$ cat src/rtl/mpy_result_fifo.sv
// Result-capture FIFO behind the Booth multiplier: first-word-fall-through buffer
// with a valid/ready output, a running signed accumulator and drop accounting.
module mpy_result_fifo #(
  parameter int DEPTH = 4,
  parameter int ACC_W = 72
) (
  input  logic                       i_clk,
  input  logic                       i_rst_n,
  input  logic [63:0]                i_product,
  input  logic                       i_product_valid,
  input  logic                       i_acc_clr,
  input  logic                       i_out_ready,
  output logic                       o_out_valid,
  output logic [63:0]                o_out_data,
  output logic [$clog2(DEPTH):0]     o_count,
  output logic [ACC_W-1:0]           o_acc,
  output logic                       o_overflow,
  output logic [7:0]                 o_drop_cnt
);

  localparam int AW = $clog2(DEPTH);
  localparam int CW = AW + 1;

  logic [63:0]      r_mem [DEPTH];
  logic [AW-1:0]    r_wptr;
  logic [AW-1:0]    r_rptr;
  logic [CW-1:0]    r_count;
  logic [ACC_W-1:0] r_acc;
  logic             r_overflow;
  logic [7:0]       r_drop_cnt;

  logic             w_full;
  logic             w_pop;
  logic             w_push;
  logic             w_drop;
  logic [ACC_W-1:0] w_prod_ext;

  assign w_full     = (r_count == CW'(DEPTH));
  assign w_pop      = (r_count != '0) && i_out_ready;
  // A full FIFO still accepts when the head leaves on the same edge.
  assign w_push     = i_product_valid && (!w_full || w_pop);
  assign w_drop     = i_product_valid && w_full && !w_pop;
  assign w_prod_ext = ACC_W'($signed(i_product));

  always_ff @(posedge i_clk) begin
    if (w_push) begin
      r_mem[r_wptr] <= i_product;
    end
  end

  always_ff @(posedge i_clk or negedge i_rst_n) begin
    if (!i_rst_n) begin
      r_wptr  <= '0;
      r_rptr  <= '0;
      r_count <= '0;
    end else begin
      if (w_push) begin
        r_wptr <= r_wptr + AW'(1);
      end
      if (w_pop) begin
        r_rptr <= r_rptr + AW'(1);
      end
      case ({w_push, w_pop})
        2'b10:   r_count <= r_count + CW'(1);
        2'b01:   r_count <= r_count - CW'(1);
        default: r_count <= r_count;
      endcase
    end
  end

  always_ff @(posedge i_clk or negedge i_rst_n) begin
    if (!i_rst_n) begin
      r_acc      <= '0;
      r_overflow <= 1'b0;
      r_drop_cnt <= '0;
    end else if (i_acc_clr) begin
      r_acc      <= w_push ? w_prod_ext : '0;
      r_overflow <= 1'b0;
      r_drop_cnt <= '0;
    end else begin
      if (w_push) begin
        r_acc <= r_acc + w_prod_ext;
      end
      if (w_drop) begin
        r_overflow <= 1'b1;
        if (r_drop_cnt != 8'hFF) begin
          r_drop_cnt <= r_drop_cnt + 8'd1;
        end
      end
    end
  end

  assign o_out_valid = (r_count != '0);
  assign o_out_data  = r_mem[r_rptr];
  assign o_count     = r_count;
  assign o_acc       = r_acc;
  assign o_overflow  = r_overflow;
  assign o_drop_cnt  = r_drop_cnt;

endmodule

$ cat config.mk
export PLATFORM = sky130hd
export DESIGN_NAME = mpy_result_fifo
export DESIGN_NICKNAME = d
export VERILOG_FILES = /design/src/rtl/mpy_result_fifo.sv
export SDC_FILE = /design/constraint.sdc
export NUM_CORES = 1
export LEC_CHECK = 0
export CAP_MARGIN = 20
export CORE_ASPECT_RATIO = 0.9
export CORE_MARGIN = 5
export CORE_UTILIZATION = 51
export DETAILED_ROUTE_END_ITERATION = 10
export HOLD_SLACK_MARGIN = 0.1
export PLACE_DENSITY = 0.81
export SKIP_CTS_REPAIR_TIMING = 1
export SLEW_MARGIN = 25
export SYNTH_ARGS = -nofsm -noshare
export SYNTH_HDL_FRONTEND = slang
export SYNTH_SLANG_ARGS = --single-unit
$ cat constraint.sdc
create_clock -name i_clk -period 8.7 [get_ports i_clk]
set_clock_uncertainty 0.1 [all_clocks]
set_input_delay 1.74 -clock i_clk [delete_from_list [all_inputs] [get_ports i_clk]]
set_output_delay 1.74 -clock i_clk [all_outputs]
set_load 0.02 [all_outputs]
==> impl_metrics.yaml <==
floorplanning:
  floorplan.die.height_um: 186.0
  row_count: 64
  design.die.area_sq_um: 38240
  core_region_area_sq_um: 34030
  design.portCount: 218
  floorplan.initialDensity: 0.5159
  floorplan.die.width_um: 205.6
sta:
  setup_tns_final_ns: 0
  rsz0062_at_grt: "false"
  setup_violators_final: 0
  max-slew-margin-rel: 0.3124
  max_clock_freq_ghz: 0.1879
  hold_worst_slack_ns: 0.4173
  worst_slew_pin_slew_ns: 1.031
  min_period_over_period: 0.6118
  finalCriticalPeriod_ns: 5.323
  finalHoldViolations: 0
  maxSlewViolCount: 0
clock_network:
  cts.clk_slew.worst_paths_ns: 0.07
  cts_made_buffers: 37
  tritoncts: "yes"
  cts-root-buf: "sky130_fd_sc_hd__clkbuf_16"
  worstSkewPairLatency_ns: 0.52
  clock_tree.htree_level_count: 2
  cts_buffer_depth: 3
  clock_sinks: 344
drt:
  post_drt_wl_per_cell_um: 21.49
  routed-via-count: 12610
  drt_wl_total_um: 45480
  remaining_drc_errors: 0
  ant_nets: 0
  detail_route.iter0.violations: 851
  drt-pass1-iter-count: 5
  avgViaCountPerCell: 5.959
logic_synthesis:
  synthesis.area_sq_um: 17560
  synth-async-reset-ratio: 0.2558
  synth.net_count: 1593
  ys_seq_area_frac: 0.5632
  synthesis.area_per_instance_sq_um: 12.15
  synth_cell_types: 62
  synth-seq-cells: 344
  netlist_instances: 1445
  synth_top_flop_cell: "sky130_fd_sc_hd__edfxtp_1"
  synth_enable_flop_cells: 256
  yosysWarningCount: 0
pwr:
  design_power_total_mw: 7.295
  irDropWorstVdd_mv: 0.1947
  leakagePower_nw: 7.896
  powerDensity_nw_per_um2: 340.5
layout:
  final.fill_count: 2626
  area.growth.synth_to_final_pct: 22.03
  commonest_non_fill_non_tap_cells_in_the_layout: "256 x sky130_fd_sc_hd__edfxtp_1, 215 x sky130_fd_sc_hd__clkdlybuf4s50_1, 151 x sky130_fd_sc_hd__a21oi_1"
  layout_commonest_cell: "sky130_fd_sc_hd__edfxtp_1"
  area_taken_by_multi_input_logic_gates_sq_um: 7259
  final_area_sq_um: 21430
  post_route_cells_drive_above_1_share: 0.09256
  nets: 1772
  sequential_cell_area_sq_um: 9894
setup_path:
  path_class: "input port to flop"
  worstPathArrival_ns: 5.63
  maximum_fanout_along_the_worst_path: 6
  r2r_slack_ns: 4.80
  critical_path_required_ns: 9.00
  critPathCaptureType: "flop"
  start_kind: "input port"
placement:
  detailed_place_hpwl_um: 30670
  dpl_cell_area_sq_um: 20050
  port-buffer-count: 217
  final_replace_weighted_congestion: 0.9420
global_routing:
  antenna_found_initial: 2
  groute.usage.overall: 0.2360
  grt_remaining_overflow: 0
  grt_pass1_wl_um: 70930
  first_global_vias: 12535
  largest_net_degree_at_the_start_of_global_routing: 71
worst_hold_path:
  hold_path_class: "flop to flop"
outcome:
  run_status: "completed"
job:
  total_of_max_cap_violations: 0
==> worst max-delay path: stages <==
cell	delay (ns)
sky130_fd_sc_hd__clkdlybuf4s50_1	0.58
sky130_fd_sc_hd__ha_1	0.23
sky130_fd_sc_hd__inv_1	0.06
sky130_fd_sc_hd__fa_1	0.39
sky130_fd_sc_hd__nand2b_1	0.18
sky130_fd_sc_hd__a21oi_1	0.28
sky130_fd_sc_hd__o21ai_1	0.22
sky130_fd_sc_hd__a41oi_1	0.39
sky130_fd_sc_hd__o21ai_2	0.16
sky130_fd_sc_hd__a2111oi_4	0.41
sky130_fd_sc_hd__o21ai_2	0.13
sky130_fd_sc_hd__or3_4	0.43
sky130_fd_sc_hd__o31ai_4	0.19
sky130_fd_sc_hd__xnor2_1	0.15
sky130_fd_sc_hd__o21ai_1	0.08
==> synthesized netlist by cell type, types with 2 or more instances <==
| cell type | count | area share |
|---|---|---|
| sky130_fd_sc_hd__a211oi_1 | 9 | 0.0038 |
| sky130_fd_sc_hd__a21boi_0 | 3 | 0.0013 |
| sky130_fd_sc_hd__a21o_1 | 31 | 0.013 |
| sky130_fd_sc_hd__a21oi_1 | 151 | 0.043 |
| sky130_fd_sc_hd__a22oi_1 | 2 | 0.00085 |
| sky130_fd_sc_hd__a31oi_1 | 16 | 0.0057 |
| sky130_fd_sc_hd__a41oi_1 | 2 | 0.0010 |
| sky130_fd_sc_hd__and2_1 | 8 | 0.0029 |
| sky130_fd_sc_hd__and3_1 | 6 | 0.0021 |
| sky130_fd_sc_hd__and4_1 | 2 | 0.0010 |
| sky130_fd_sc_hd__buf_1 | 14 | 0.0030 |
| sky130_fd_sc_hd__buf_2 | 5 | 0.0014 |
| sky130_fd_sc_hd__clkbuf_1 | 68 | 0.015 |
| sky130_fd_sc_hd__dfrtp_1 | 88 | 0.13 |
| sky130_fd_sc_hd__edfxtp_1 | 256 | 0.44 |
| sky130_fd_sc_hd__fa_1 | 2 | 0.0023 |
| sky130_fd_sc_hd__ha_1 | 77 | 0.055 |
| sky130_fd_sc_hd__inv_1 | 25 | 0.0053 |
| sky130_fd_sc_hd__mux2i_1 | 12 | 0.0068 |
| sky130_fd_sc_hd__mux4_2 | 64 | 0.082 |
| sky130_fd_sc_hd__nand2_1 | 74 | 0.016 |
| sky130_fd_sc_hd__nand2b_1 | 10 | 0.0036 |
| sky130_fd_sc_hd__nand3_1 | 75 | 0.021 |
| sky130_fd_sc_hd__nand4_1 | 29 | 0.010 |
| sky130_fd_sc_hd__nor2_1 | 114 | 0.024 |
| sky130_fd_sc_hd__nor2b_1 | 7 | 0.0025 |
| sky130_fd_sc_hd__nor3_1 | 20 | 0.0057 |
| sky130_fd_sc_hd__nor3b_1 | 2 | 0.00085 |
| sky130_fd_sc_hd__nor4_1 | 5 | 0.0018 |
| sky130_fd_sc_hd__o2111ai_1 | 2 | 0.0010 |
| sky130_fd_sc_hd__o211ai_1 | 8 | 0.0034 |
| sky130_fd_sc_hd__o21a_1 | 9 | 0.0038 |
| sky130_fd_sc_hd__o21ai_0 | 119 | 0.034 |
| sky130_fd_sc_hd__o21ai_1 | 11 | 0.0031 |
| sky130_fd_sc_hd__o21ai_2 | 2 | 0.0010 |
| sky130_fd_sc_hd__o21bai_1 | 9 | 0.0038 |
| sky130_fd_sc_hd__o221ai_1 | 3 | 0.0015 |
| sky130_fd_sc_hd__o22ai_1 | 2 | 0.00071 |
| sky130_fd_sc_hd__or3_1 | 6 | 0.0021 |
| sky130_fd_sc_hd__xnor2_1 | 33 | 0.016 |
| sky130_fd_sc_hd__xor2_1 | 43 | 0.021 |
==> logic make-up (layout without fill, tap and decap cells) <==
| family | count (synthesis) | after routing | synth area share |
|---|---|---|---|
| AOI/OAI and AO/OA | 393 | 393 | 0.1310 |
| xor gates and xnor gates | 76 | 76 | 0.03791 |
| adders and majority gates | 79 | 79 | 0.05715 |
| buffers and inverters | 113 | 321 | 0.02451 |
| DFF | 344 | 344 | 0.5632 |
| muxes | 76 | 76 | 0.08893 |
| other | 0 | 1 | 0 |
| and+or+nand+nor | 364 | 364 | 0.09727 |
==> sequential cells by signal (all words and copies together) (netlist names) <==
signal	flops
o_overflow	1
o_count	3
o_drop_cnt	8
r_wptr	2
r_rptr	2
r_mem	256
o_acc	72
==> layer usage <==
layer / up-vias / share of wire / GRT usage
met2: 467 / 0.45 / 0.3681
met1: 6208 / 0.45 / 0.3408
met5: - / 0.00029 / 0
met4: 2 / 0.022 / 0.05920
met3: 71 / 0.077 / 0.05296
li1: 5862 / - / -
==> path summary, 6_finish.rpt <==
path | start | end | cells after the start
setup / recovery | i_product[0] | o_acc[70] | 15
hold / removal | o_count[2] | o_count[2] | 1
setup reg to reg | o_count[2] | r_mem[2][55] | 5
hold reg to reg | o_count[2] | o_count[2] | 1
max in group asynchronous | i_rst_n | r_rptr[0] | 2
min in group asynchronous | i_rst_n | o_acc[59] | 1
==> area by class of cell <==
type / instances / share of cell area
sequential: 344 / 0.4618
multi-input combinational: 988 / 0.3388
timing repair buffer: 227 / 0.1058
clock buffer: 48 / 0.04946
tap: 462 / 0.02698
clock inverter: 20 / 0.01238
inverter: 26 / 0.004613
antenna: 1 / 0.0001168
==> report_power, final <==
group / leakage [nW] / switching (mW) / internal, mW
Clock: 0.648 / 0.639 / 1.04
Combinational: 3.78 / 1.83 / 1.42
Sequential: 3.47 / 0.216 / 2.15
==> through the flow <==
stage,setup WS (ns),cells,utilization
floorplan,4.007,1445,-
global placement,3.069,2045,0.5892
detailed placement,2.867,2045,0.5892
CTS,3.420,2113,0.6281
global route,3.135,2116,0.6296
finish,3.377,2116,0.6296
Note: power is estimated with default switching activity, not from simulation.
